[config.mk]
export PLATFORM = sky130hd
export DESIGN_NAME = nibble_serial_addsub_ctrl_flat
export DESIGN_NICKNAME = d
export VERILOG_FILES = /design/src/rtl/nibble_serial_addsub_ctrl_if.sv /design/src/rtl/nibble_serial_addsub_ctrl.sv /design/src/flat_wrapper.sv
export SDC_FILE = /design/constraint.sdc
export NUM_CORES = 1
export LEC_CHECK = 0
export CORE_MARGIN = 2
export CORE_UTILIZATION = 50
export DETAILED_ROUTE_END_ITERATION = 8
export PLACE_DENSITY = 0.87
export SLEW_MARGIN = 25
export SYNTH_ARGS = -nofsm -noshare
export SYNTH_HDL_FRONTEND = slang
export SYNTH_SLANG_ARGS = --single-unit
[constraint.sdc]
create_clock -name clk -period 6.5 [get_ports clk]
set_input_delay 1.3 -clock clk [delete_from_list [all_inputs] [get_ports clk]]
set_output_delay 1.3 -clock clk [all_outputs]
set_load 0.02 [all_outputs]
[src/rtl/nibble_serial_addsub_ctrl_if.sv]
// Handshake and data bundle for the nibble-serial adder/subtractor.
interface nibble_serial_addsub_ctrl_if;
  logic        start;
  logic        M;
  logic [15:0] A;
  logic [15:0] B;
  logic        busy;
  logic        done;
  logic [15:0] S;
  logic        Cout;
  logic        V;
  logic        Z;

  modport master (
    output start, M, A, B,
    input  busy, done, S, Cout, V, Z
  );

  modport slave (
    input  start, M, A, B,
    output busy, done, S, Cout, V, Z
  );
endinterface

[src/rtl/nibble_serial_addsub_ctrl.sv]
// 16-bit add/subtract computed one nibble per cycle; results are committed
// in one step at the end so S/Cout/V/Z never expose partial sums.
module nibble_serial_addsub_ctrl (
  input  logic                           clk,
  input  logic                           rst,
  nibble_serial_addsub_ctrl_if.slave     bus
);

  typedef enum logic [1:0] {
    IDLE = 2'd0,
    RUN  = 2'd1,
    DONE = 2'd2
  } state_t;

  state_t      state, state_next;
  logic [1:0]  idx;
  logic        c;
  logic        m_q;
  logic [15:0] a_q;
  logic [15:0] b_q;
  logic [15:0] sum_q;
  logic [15:0] s_q;
  logic        cout_q;
  logic        v_q;
  logic        z_q;

  logic [3:0]  a_n;
  logic [3:0]  b_n;
  logic [4:0]  nsum;
  logic [15:0] sum_next;
  logic        v_next;

  always_ff @(posedge clk) begin
    if (rst) state <= IDLE;
    else     state <= state_next;
  end

  always_comb begin
    state_next = state;
    case (state)
      IDLE:    if (bus.start) state_next = RUN;
      RUN:     if (idx == 2'd3) state_next = DONE;
      DONE:    state_next = IDLE;
      default: state_next = IDLE;
    endcase
  end

  // Subtraction is A + ~B + 1; the +1 enters as the initial carry c = M.
  always_comb begin
    a_n      = a_q[{idx, 2'b00} +: 4];
    b_n      = b_q[{idx, 2'b00} +: 4];
    nsum     = {1'b0, a_n} + {1'b0, (m_q ? ~b_n : b_n)} + {4'b0000, c};
    sum_next = sum_q;
    sum_next[{idx, 2'b00} +: 4] = nsum[3:0];
    if (m_q)
      v_next = (~a_q[15] &  b_q[15] &  sum_next[15]) | (a_q[15] & ~b_q[15] & ~sum_next[15]);
    else
      v_next = (~a_q[15] & ~b_q[15] &  sum_next[15]) | (a_q[15] &  b_q[15] & ~sum_next[15]);
  end

  always_ff @(posedge clk) begin
    if (rst) begin
      idx    <= '0;
      c      <= 1'b0;
      m_q    <= 1'b0;
      a_q    <= '0;
      b_q    <= '0;
      sum_q  <= '0;
      s_q    <= '0;
      cout_q <= 1'b0;
      v_q    <= 1'b0;
      z_q    <= 1'b0;
    end else begin
      case (state)
        IDLE: begin
          if (bus.start) begin
            a_q   <= bus.A;
            b_q   <= bus.B;
            m_q   <= bus.M;
            sum_q <= '0;
            idx   <= '0;
            c     <= bus.M;
          end
        end
        RUN: begin
          sum_q <= sum_next;
          c     <= nsum[4];
          idx   <= idx + 2'd1;
          if (idx == 2'd3) begin
            s_q    <= sum_next;
            cout_q <= nsum[4];
            z_q    <= (sum_next == 16'h0000);
            v_q    <= v_next;
          end
        end
        default: ;
      endcase
    end
  end

  assign bus.busy = (state == RUN);
  assign bus.done = (state == DONE);
  assign bus.S    = s_q;
  assign bus.Cout = cout_q;
  assign bus.V    = v_q;
  assign bus.Z    = z_q;

endmodule

[src/flat_wrapper.sv]
// flat-port wrapper written by rule: the top's interface ports become plain ports
module nibble_serial_addsub_ctrl_flat 
  (clk, rst, bus_start, bus_M, bus_A, bus_B, bus_busy, bus_done, bus_S, bus_Cout, bus_V, bus_Z);
  nibble_serial_addsub_ctrl_if bus_i ();
  input  logic clk;
  input  logic rst;
  input wire logic [$bits(bus_i.start)-1:0] bus_start;
  input wire logic [$bits(bus_i.M)-1:0] bus_M;
  input wire logic [$bits(bus_i.A)-1:0] bus_A;
  input wire logic [$bits(bus_i.B)-1:0] bus_B;
  output wire logic [$bits(bus_i.busy)-1:0] bus_busy;
  output wire logic [$bits(bus_i.done)-1:0] bus_done;
  output wire logic [$bits(bus_i.S)-1:0] bus_S;
  output wire logic [$bits(bus_i.Cout)-1:0] bus_Cout;
  output wire logic [$bits(bus_i.V)-1:0] bus_V;
  output wire logic [$bits(bus_i.Z)-1:0] bus_Z;
  assign bus_i.start = bus_start;
  assign bus_i.M = bus_M;
  assign bus_i.A = bus_A;
  assign bus_i.B = bus_B;
  assign bus_busy = bus_i.busy;
  assign bus_done = bus_i.done;
  assign bus_S = bus_i.S;
  assign bus_Cout = bus_i.Cout;
  assign bus_V = bus_i.V;
  assign bus_Z = bus_i.Z;
  nibble_serial_addsub_ctrl u_core (.clk(clk), .rst(rst), .bus(bus_i));
endmodule
# ---- Word level (Yosys, flattened, before mapping)
# Cells that the tools add are included.
dict set report word_totals {
  elab_cells 57
  in_bits 36
  reg_bits 73
  out_inout_bits 21
}
dict set report classes {
  n_reduce_logical 7
  n_shift 4
  n_addsub 4
  n_mux 12
  eq_ne 5
  n_bitwise 14
}
# operator count
set ops {}
lappend ops {{case mux 16 bit (2 select lines)} 1}
lappend ops {{indexed part select 16 x 5 -> 4 bit} 2}
lappend ops {{bitwise mux 16 bit} 1}
lappend ops {{logical NOT 16 bit} 1}
lappend ops {{2-to-1 mux 16 bit} 1}
lappend ops {{variable shift 4 x 6 -> 16 bit, first input constant} 1}
lappend ops {{indexed part select 4 x 6 -> 16 bit} 1}
lappend ops {{bitwise AND 1 bit} 8}
lappend ops {{case mux 2 bit (2 select lines)} 2}
lappend ops {{AND reduction 2 bit} 4}
lappend ops {{2-to-1 mux 2 bit} 3}
lappend ops {{negation 4 -> 6 bit} 1}
lappend ops {{adder 4 x 4 -> 5 bit} 1}
lappend ops {{adder 5 x 1 -> 5 bit} 1}
lappend ops {{== test 2 bit, second input constant} 2}
lappend ops {{2-to-1 mux 4 bit} 1}
lappend ops {{inverter 4 bit} 1}
lappend ops {{inverter 1 bit} 3}
lappend ops {{adder 2 x 1 -> 2 bit, second input constant} 1}
lappend ops {{== test 2 x 1 -> 1 bit, second input constant} 1}
lappend ops {{logical NOT 2 bit} 1}
lappend ops {{2-to-1 mux 1 bit} 2}
lappend ops {{!= test 2 x 1 -> 1 bit, second input constant} 1}
lappend ops {{!= test 2 bit, second input constant} 1}
lappend ops {{other kinds (3)} 4}

# ---- Longest topological paths before layout
# Gate-level depths: netlist (run 1).
dict set report logic_depth {
  word_depth 11
  mapped_depth 11
  depth_no_buf 9
}

# ---- Worst setup path before layout (run 1)
# No wires, ideal clock.
dict set report synth_path {
  path_kind {reg2reg}
  startpoint {reg u_core.idx[0]}
  endpoint {reg u_core.z_q (netlist: u_core.bus.Z)}
  path_stages_with_launch 12
  slack_ns 3.295
  t_arrival_ns 3.147
  path_cell_list {dfxtp_1 > clkbuf_8 > buf_2 > mux4_2 > xnor2_1 > fa_1 > fa_1 > nor2_1 > a41oi_1 > nand4_1 > nor4_1 > a31o_2}
}
dict set report synth_between {
  elab_chain_cells 8
}
# item line_no
set synth_lines {}
lappend synth_lines {{start, declared} nibble_serial_addsub_ctrl.sv:16} ;# logic [1:0] idx;
lappend synth_lines {{start signal, assigned} nibble_serial_addsub_ctrl.sv:88} ;# idx <= idx + 2'd1;
lappend synth_lines {{indexed part select 16 x 5 -> 4 bit} nibble_serial_addsub_ctrl.sv:51} ;# b_n = b_q[{idx, 2'b00} +: 4];
lappend synth_lines {{inverter 4 bit} nibble_serial_addsub_ctrl.sv:52} ;# nsum = {1'b0, a_n} + {1'b0, (m_q ? ~b_n : b_n)} + {4'b0000, c};
lappend synth_lines {{2-to-1 mux 4 bit} nibble_serial_addsub_ctrl.sv:52}
lappend synth_lines {{adder 4 x 4 -> 5 bit} nibble_serial_addsub_ctrl.sv:52}
lappend synth_lines {{adder 5 x 1 -> 5 bit} nibble_serial_addsub_ctrl.sv:52}
lappend synth_lines {{indexed part select 4 x 6 -> 16 bit} nibble_serial_addsub_ctrl.sv:54} ;# sum_next[{idx, 2'b00} +: 4] = nsum[3:0];
lappend synth_lines {{bitwise mux 16 bit} nibble_serial_addsub_ctrl.sv:54}
lappend synth_lines {{logical NOT 16 bit} nibble_serial_addsub_ctrl.sv:92} ;# z_q <= (sum_next == 16'h0000);
lappend synth_lines {{end signal, assigned} nibble_serial_addsub_ctrl.sv:92}
lappend synth_lines {{end, declared} nibble_serial_addsub_ctrl.sv:25} ;# logic z_q;
# Several ways; a longest one is shown, not always the timed one.
# A chain may end at the register's enable or synchronous reset.

# ---- Worst setup path after layout (run 1)
dict set report layout_path {
  startpoint {reg u_core.state[1]}
  endpoint {out bus_busy}
}
dict set report layout_between {
  elab_chain_cells 1
}
# item line_no
set layout_lines {}
lappend layout_lines {{start, declared} nibble_serial_addsub_ctrl.sv:15} ;# state_t state, state_next;
lappend layout_lines {{start signal, assigned} nibble_serial_addsub_ctrl.sv:35} ;# else state <= state_next;
lappend layout_lines {{== test 2 x 1 -> 1 bit} nibble_serial_addsub_ctrl.sv:101} ;# assign bus.busy = (state == RUN);
lappend layout_lines {{end, declared} flat_wrapper.sv:11} ;# output wire logic [$bits(bus_i.busy)-1:0] bus_busy;
# No other way between the ends.

==> impl_metrics.tcl, run 1 <==
set metrics [dict create \
    synth_top_cell_by_area "dfxtp_1" \
    final_nets 502 \
    pin_count 57 \
    dieArea_sq_um 7580 \
    async_reset_ff_frac 0 \
    overflow 0 \
    timing.setup.tns_ns 0 \
    critPathMaxStageDelay_ns 0.68 \
    ys_ff_latch 73 \
    fp.dieH_um 87.1 \
    clk_pin_slew_ns 0.07 \
    finalHoldWorstSlack_ns 0.456 \
    synthesis.nets 462 \
    grt_pass1_vias 2942 \
    fillers 605 \
    postCtsHoldBufs 0 \
    antenna_found_initial 0 \
    drt_first_pass_iters 4 \
    gp_congestion 0.876 \
    cts_setup_buffers 0 \
    numCtsBuffers 9 \
    synthMuxAreaShare 0.0551 \
    finalCoreUtilization 0.620 \
    cp_slowest_cell "clkdlybuf4s50_1" \
    cts_tree "built" \
    cp_data_required_time_ns 5.20 \
    yosys_warnings 0 \
    p_per_area_nw_per_um2 233 \
    place_hpwl_mm 5.24 \
    peakVddDrop_uv 141 \
    rows 30 \
    post_cts_resized 0 \
    core_area_sq_um 6720 \
    synth_cell_type_count 45 \
    layout-drive-gt1-share 0.0763 \
    die_w_um 87.1 \
    top_layer "met4" \
    cts_max_level 3 \
    synth-simple-area-share 0.237 \
    drv_slew 0 \
    hold_depth 2 \
    crit_path_start_kind "register" \
    arrival_ns 2.41 \
    portBuffers 56 \
    ant_nets 0 \
    cp-end-kind "primary output" \
    grt_use_total 0.214 \
    syn-instance-count 415 \
    rsz0062_at_grt "false" \
    synthAdderAreaFrac 0.0442 \
    max-cap-violations 0 \
    first_iter_violations 191 \
    initial_core_util 0.514 \
    drc 0 \
    yosysTopAreaCellShare 0.423 \
    synth_edf_count 0 \
    fmax_mhz 270 \
    yosysSeqAreaShare 0.423 \
    hp-class "reg -> reg" \
    num_vias 2978 \
    wl_mm 7.54 \
    finalHoldViolCount 0 \
    p_leak_nw 1.52 \
    fin_crit_ns 3.71 \
    design_area_sq_um 4160 \
    area_growth_pct 20.7 \
    post-route-period-util 0.570 \
    wl_met2_mm 3.65 \
    clk_path_buf_depth 2 \
    synth_xor_area_frac 0.0178 \
    wl_per_cell_um 14.0 \
    grt_start_max_net_pins 75 \
    cp_max_fo 26 \
    slew_headroom 0.361 \
    tightest_slew_ns 0.959 \
    numClockSinks 73 \
    setup_viol 0 \
    worstSkewPairLatency_ns 0.34 \
    r2r_cells 10 \
    status "complete, no violations" \
    path_class "reg -> out" \
    grt_pass1_wl_mm 12.8 \
    root_buffer "clkbuf_8" \
    avgSynthCellArea_sq_um 8.32 \
    synth_area_sq_um 3450 \
    path_cells "nand2b_1, inv_2, clkdlybuf4s50_1" \
    synth_top_family_by_area "simple AND/OR/NAND/NOR gates" \
    via_per_inst 5.53 \
    place_area_sq_um 3970 \
    route.met3.wl_um 335 \
    routedLengthMet1_mm 3.45 \
    synthFlopType "dfxtp_1" \
    synth_compound_area_frac 0.159 \
    finClkSkew_ns 0.00627 \
    n_antenna_cell 0 \
    ys_top_cells_by_area "dfxtp_1, nand2_1, a21oi_1" \
]
worst max-delay path: cells and delay by family, from the launching register on:
kind / cells / cell delay, ns
buf+inv: 2 / 1.16
simple gates: 1 / 0.58
flops: 1 / 0.32
layer usage:
| layer | GRT usage | up-vias |
|---|---|---|
| met3 | 0.0360 | 10 |
| met1 | 0.259 | 1382 |
| met2 | 0.362 | 86 |
| li1 | - | 1500 |
| met5 | 0 | - |
| met4 | 0.112 | 0 |
final cells by class:
type / count / area, sq um / area share
flip-flops and latches: 73 / 1460 / 0.351
clock buffers: 10 / 138 / 0.0331
inverters: 11 / 41.3 / 0.00992
repair buffers: 61 / 597 / 0.143
clock inverters: 5 / 56.3 / 0.0135
well taps: 80 / 100 / 0.0240
multi-input cells: 299 / 1770 / 0.425
through the flow:
| step | worst slack, ns | cells | power, mW |
|---|---|---|---|
| floorplan | 3.30 | 415 | 0.584 |
| global placement | 3.22 | 523 | 0.625 |
| detailed placement | 3.17 | 524 | 0.630 |
| CTS | 2.78 | 539 | 0.977 |
| global route | 2.59 | 539 | 1.01 |
| finish | 2.79 | 539 | 0.971 |
sequential cells by signal, indices dropped and copies added, names as in the netlist:
register,flops
u_core.a_q,16
u_core.b_q,16
u_core.bus.Cout,1
u_core.bus.S,16
u_core.bus.V,1
u_core.bus.Z,1
u_core.c,1
u_core.idx,2
u_core.m_q,1
u_core.state,2
u_core.sum_q,16
cells in the mapped netlist (all sizes together) (2+ instances only):
| cell | number |
|---|---|
| fa | 2 |
| nand2b | 3 |
| a311oi | 3 |
| and2 | 2 |
| a21oi | 49 |
| a31oi | 14 |
| a32oi | 2 |
| nor3b | 3 |
| clkbuf | 22 |
| buf | 10 |
| and2b | 2 |
| a41oi | 2 |
| nand3 | 10 |
| nor2b | 14 |
| xor2 | 5 |
| xnor2 | 2 |
| o22ai | 2 |
| nor3 | 10 |
| nor2 | 46 |
| o21ai | 3 |
| dfxtp | 73 |
| nor4 | 2 |
| mux4 | 8 |
| ha | 9 |
| nand2 | 82 |
| a211oi | 12 |
| inv | 11 |
| nand3b | 3 |
cell families after synthesis:
logic type | after synthesis
simple gates | 182
compound gates | 90
flops | 73
buf+inv | 43
fa+ha+maj | 11
mux | 9
xor+xnor | 7
cell usage in the layout, fill, tap and decap left out, types with 3 or more instances in the layout:
cell type	netlist	final
xor2_1	5	5
a211oi_1	11	11
ha_1	9	9
nand2_1	82	82
nor2b_1	14	14
mux4_2	8	8
nor3_1	10	10
nor2_1	46	46
nand3b_1	3	3
clkdlybuf4s50_1	0	55
dfxtp_1	73	73
nand3_1	10	10
inv_1	10	10
a21oi_1	49	49
clkbuf_8	2	10
o21ai_0	3	3
buf_4	0	4
nor3b_1	3	3
a31oi_1	14	14
nand2b_1	3	3
worst paths after layout:
kind	startpoint	slack, ns	end
worst min-delay path	u_core.a_q[10]$_SDFFE_PP0P_	0.46	u_core.a_q[10]$_SDFFE_PP0P_
worst min register to register	u_core.a_q[10]$_SDFFE_PP0P_	0.46	u_core.a_q[10]$_SDFFE_PP0P_
worst max register to register	u_core.idx[0]$_SDFFE_PP0P_	3.21	u_core.bus.Z$_SDFFE_PP0P_
worst max-delay path	u_core.state[1]$_SDFFE_PP0P_	2.79	bus_busy
where the power goes:
part	internal (mW)	switching, mW	total (mW)
sequential	0.463	0.00983	0.473
clock	0.185	0.165	0.350
combinational	0.0628	0.0853	0.148
Power figures use the tool's default switching activity.
==> run 2: changes to the inputs <==
==> constraint.sdc (replaced) <==
create_clock -name clk -period 3.5 [get_ports clk]
set_input_delay 0.7 -clock clk [delete_from_list [all_inputs] [get_ports clk]]
set_output_delay 0.7 -clock clk [all_outputs]
set_load 0.02 [all_outputs]
==> run 2 against run 1 <==
Effect of this change:
- combinational power grew 89%
- sequential share of layout area decreased by 0.51 points
- power grew 97%
- setup slack got worse by 2.5 ns
- non-clock buffer count grew 4
==> impl_metrics.tcl, run 2 (same netlist as run 1, synthesis figures left out) <==
set metrics [dict create \
    peakVddDrop_uv 231 \
    crit_path_start_kind "register" \
    core_area_sq_um 6720 \
    finalPower_mw 1.91 \
    rows 30 \
    layout_commonest_cell "nand2_1" \
    cp-end-kind "register" \
    postCtsHoldBufs 0 \
    drc 0 \
    cts_tree "built" \
    r2r-start "u_core.idx[0]$_SDFFE_PP0P_" \
    setup_viol 0 \
    antenna_found_initial 0 \
    cts_setup_buffers 0 \
    portBuffers 56 \
    timing.setup.tns_ns 0 \
    startpoint "u_core.idx[0]$_SDFFE_PP0P_" \
    cp_slowest_cell "fa_1" \
    final_nets 506 \
    via_per_inst 5.63 \
    arrival_ns 3.51 \
    fmax_mhz 312 \
    path_cells "buf_4, mux4_2, xor2_1, inv_1, fa_1, nor2_1, a41oi_1, nand4_1, nor4_1, a31o_2" \
    die_w_um 87.1 \
    drv_slew 0 \
    initial_core_util 0.514 \
    ant_nets 0 \
    status "complete, no violations" \
    r2r_cells 10 \
    grt_pass1_vias 2993 \
    wl_per_cell_um 15.0 \
    numClockSinks 73 \
    cp_data_required_time_ns 3.80 \
    root_buffer "clkbuf_8" \
    place_hpwl_mm 5.64 \
    wl_mm 8.15 \
    grt_pass1_wl_mm 13.9 \
    post-route-period-util 0.915 \
    first_iter_violations 249 \
    ff2ff_setup_slack_ns 0.30 \
    cts_max_level 3 \
    max-cap-violations 0 \
    reg2reg_to "u_core.bus.Z$_SDFFE_PP0P_" \
    tightest_slew_ns 0.850 \
    path_class "reg -> reg" \
    most-common-layout-cells "nand2_1, dfxtp_1, clkdlybuf4s50_1" \
    grt_start_max_net_pins 41 \
    area_growth_pct 22.4 \
    crit_buf_inv 2 \
    rsz0062_at_grt "false" \
    num_vias 3061 \
    fin_crit_ns 3.20 \
    finalCoreUtilization 0.629 \
    clk_pin_slew_ns 0.07 \
    finalHoldWorstSlack_ns 0.460 \
    overflow 0 \
    n_antenna_cell 0 \
    dieArea_sq_um 7580 \
    path_depth 10 \
    critPathMaxStageDelay_ns 0.59 \
    pin_count 57 \
    finClkSkew_ns 0.00728 \
    worstSkewPairLatency_ns 0.36 \
    p_leak_nw 1.56 \
    numCtsBuffers 9 \
    grt_use_total 0.236 \
    layout-drive-gt1-share 0.0841 \
    fp.dieH_um 87.1 \
    slew_headroom 0.432 \
    p_per_area_nw_per_um2 452 \
    finalHoldViolCount 0 \
    clk_path_buf_depth 2 \
    cpLargestDelayFamily "compound AO/OA/AOI/OAI gates" \
    crit_end "u_core.bus.Z$_SDFFE_PP0P_" \
    post_cts_resized 0 \
    cp_max_fo 19 \
    hp-class "reg -> reg" \
    gp_congestion 0.949 \
    drt_first_pass_iters 5 \
]
-- run 2: cell count changes in the layout (fill, tap and decap cells not counted) --
cell,change
buf_4,+5
clkinv_2,-1
clkinv_4,-1
inv_6,+1
clkinvlp_4,-1
clkbuf_8,+1
clkbuf_1,+1
bufinv_16,+1
buf_6,-1
-- run 2: layer usage --
| metal | wire, um | up-vias | track usage |
|---|---|---|---|
| met5 | 0 | - | 0 |
| met4 | 168 | 0 | 0.104 |
| met3 | 506 | 16 | 0.0531 |
| met2 | 3990 | 137 | 0.400 |
| met1 | 3480 | 1402 | 0.285 |
| li1 | - | 1506 | - |
-- run 2: area by class of cell --
type                    count  area, sq um
fillers                   588         2490
inverters                  11         41.3
clock buffers              12          155
clock inverters             4         73.8
flip-flops and latches     73         1460
well taps                  80          100
repair buffers             65          623
multi-input cells         299         1770
-- run 2: worst reg2reg max path: cells and delay by family (launching register included) --
| family | cells | cell delay, ns |
|---|---|---|
| xor+xnor | 1 | 0.19 |
| buf+inv | 2 | 0.38 |
| fa+ha+maj | 1 | 0.59 |
| compound gates | 2 | 0.60 |
| simple gates | 3 | 0.48 |
| flops | 1 | 0.36 |
| mux | 1 | 0.55 |
-- run 2: metrics by stage --
stage,setup slack (ns),instance area [sq um],instances
2_1_floorplan,0.295,3450,415
3_3_place_gp,0.529,4000,528
3_5_place_dp,0.450,4000,528
4_1_cts,0.350,4230,544
5_1_grt,0.118,4230,544
6_report,0.297,4230,544
-- run 2: report_power, final --
part | switching (mW) | internal (mW) | leakage, nW
Combinational | 0.162 | 0.119 | 0.850
Clock | 0.308 | 0.442 | 0.117
Sequential | 0.0196 | 0.860 | 0.594
-- run 2: worst min-delay path by stage --
stage / from / endpoint / slack, ns / cells past startpoint
detailed placement: u_core.a_q[9]$_SDFFE_PP0P_ / u_core.a_q[9]$_SDFFE_PP0P_ / 0.45 / 2
finish: u_core.a_q[3]$_SDFFE_PP0P_ / u_core.a_q[3]$_SDFFE_PP0P_ / 0.46 / 2
floorplan: u_core.a_q[10]$_SDFFE_PP0P_ / u_core.a_q[10]$_SDFFE_PP0P_ / 0.43 / 2
CTS: u_core.a_q[9]$_SDFFE_PP0P_ / u_core.a_q[9]$_SDFFE_PP0P_ / 0.46 / 2
global route: u_core.a_q[9]$_SDFFE_PP0P_ / u_core.a_q[9]$_SDFFE_PP0P_ / 0.49 / 2
global placement: u_core.a_q[0]$_SDFFE_PP0P_ / u_core.a_q[0]$_SDFFE_PP0P_ / 0.44 / 2
==> run 3: changes to the inputs <==
--- a/config.mk
+++ b/config.mk
@@ -8,6 +8,7 @@
 export CORE_MARGIN = 2
 export CORE_UTILIZATION = 50
 export DETAILED_ROUTE_END_ITERATION = 8
+export MAX_ROUTING_LAYER = met4
 export PLACE_DENSITY = 0.87
 export SLEW_MARGIN = 25
 export SYNTH_ARGS = -nofsm -noshare
==> run 3 against run 2 <==
Effect of this change:
- worst hold slack about the same
- setup slack improved by 0.076 ns
- critical endpoint unchanged
- power is 0.19% lower
- register-to-register slack gained 0.08 ns
- die area unchanged
- clock-buffer cell count decreased by 2
- largest cell class unchanged
==> impl_metrics.tcl, run 3 (same netlist as run 1, synthesis figures left out) <==
set metrics [dict create \
    status "complete, no violations" \
    place_hpwl_mm 5.62 \
    drc 0 \
    first_iter_violations 251 \
    final_nets 506 \
    grt_pass1_wl_mm 13.5 \
    most-common-layout-cells "nand2_1, dfxtp_1, clkdlybuf4s50_1" \
    path_cells "buf_4, mux4_2, xor2_1, inv_1, fa_1, nor2_1, a41oi_1, nand4_1, nor4_1, a31o_2" \
    layout-drive-gt1-share 0.0862 \
    clk_path_buf_depth 2 \
    rows 30 \
    layout_commonest_cell "nand2_1" \
    cts_tree "built" \
    crit_buf_inv 2 \
    dieArea_sq_um 7580 \
    crit_path_start_kind "register" \
    path_class "reg -> reg" \
    num_vias 3067 \
    cp_slowest_cell "fa_1" \
    peakVddDrop_uv 252 \
    hp-class "reg -> reg" \
    arrival_ns 3.43 \
    gp_congestion 0.942 \
    place_inst 528 \
    core_area_sq_um 6720 \
    fin_crit_ns 3.13 \
    cts_max_level 3 \
    timing.setup.tns_ns 0 \
    grt_use_total 0.237 \
    p_leak_nw 1.55 \
    cts_setup_buffers 0 \
    wl_mm 8.05 \
    tightest_slew_ns 0.737 \
    critPathMaxStageDelay_ns 0.59 \
    clk_pin_slew_ns 0.08 \
    root_buffer "clkbuf_8" \
    overflow 0 \
    fp.dieH_um 87.1 \
    wl_per_cell_um 14.8 \
    die_w_um 87.1 \
    numClockSinks 73 \
    n_antenna_cell 0 \
    fmax_mhz 320 \
    post_cts_resized 0 \
    rsz0062_at_grt "false" \
    grt_start_max_net_pins 41 \
    antenna_found_initial 0 \
    ant_nets 0 \
    post-route-period-util 0.893 \
    initial_core_util 0.514 \
    slew_headroom 0.507 \
    max-cap-violations 0 \
    finalCoreUtilization 0.628 \
    finClkSkew_ns 0.00802 \
    area_growth_pct 22.4 \
    cpLargestDelayFamily "adder cells" \
    drt_first_pass_iters 5 \
    via_per_inst 5.64 \
    postCtsHoldBufs 0 \
    setup_viol 0 \
    p_per_area_nw_per_um2 451 \
    fillers 568 \
    fin_cells 544 \
    worstSkewPairLatency_ns 0.36 \
    portBuffers 56 \
    drv_slew 0 \
    numCtsBuffers 9 \
    cp-end-kind "register" \
    cp_max_fo 19 \
    pin_count 57 \
    cp_data_required_time_ns 3.81 \
    grt_pass1_vias 2913 \
    finalHoldViolCount 0 \
]
==> run 3: worst reg2reg max path, stage by stage, from the launching register on <==
cell	delay, ns
dfxtp_1	0.35
buf_4	0.28
mux4_2	0.56
xor2_1	0.21
inv_1	0.09
fa_1	0.59
nor2_1	0.08
a41oi_1	0.37
nand4_1	0.14
nor4_1	0.22
a31o_2	0.19
==> run 3: through the flow <==
step	power (mW)	worst slack, ns	cell area [sq um]	hold slack, ns
after floorplan	1.09	0.295	3450	0.433
after global placement	1.17	0.508	4000	0.441
after detailed placement	1.17	0.440	4000	0.449
after CTS	1.91	0.392	4220	0.460
after global routing	1.98	0.163	4220	0.477
final	1.91	0.373	4220	0.460
==> run 3: path summary, 6_finish.rpt <==
check / start / end / slack, ns / cells after the start
hold / removal: u_core.a_q[8]$_SDFFE_PP0P_ / u_core.a_q[8]$_SDFFE_PP0P_ / 0.46 / 2
setup reg to reg: u_core.idx[0]$_SDFFE_PP0P_ / u_core.bus.Z$_SDFFE_PP0P_ / 0.37 / 10
setup / recovery: u_core.idx[0]$_SDFFE_PP0P_ / u_core.bus.Z$_SDFFE_PP0P_ / 0.37 / 10
hold reg to reg: u_core.a_q[8]$_SDFFE_PP0P_ / u_core.a_q[8]$_SDFFE_PP0P_ / 0.46 / 2
==> run 3: cell type report <==
cell class              count  area [sq um]  area share
clock inverters             6          88.8      0.0210
inverters                  11          41.3     0.00978
repair buffers             65           623       0.148
flip-flops and latches     73          1460       0.346
clock buffers              10           138      0.0326
well taps                  80           100      0.0237
multi-input cells         299          1770       0.419
==> run 3: where the power goes <==
| part | internal, mW | switching [mW] |
|---|---|---|
| logic | 0.119 | 0.163 |
| registers | 0.860 | 0.0196 |
| clock network | 0.421 | 0.323 |
| total | 1.40 | 0.506 |
==> run 3: layer usage <==
metal | vias up | part of all wire | global-route usage | wire length, um
met4 | 0 | 0.030 | 0.118 | 238
met1 | 1401 | 0.43 | 0.274 | 3440
met2 | 134 | 0.47 | 0.387 | 3820
li1 | 1505 | - | - | -
met3 | 27 | 0.068 | 0.0550 | 545
met5 | - | 0 | - | 0
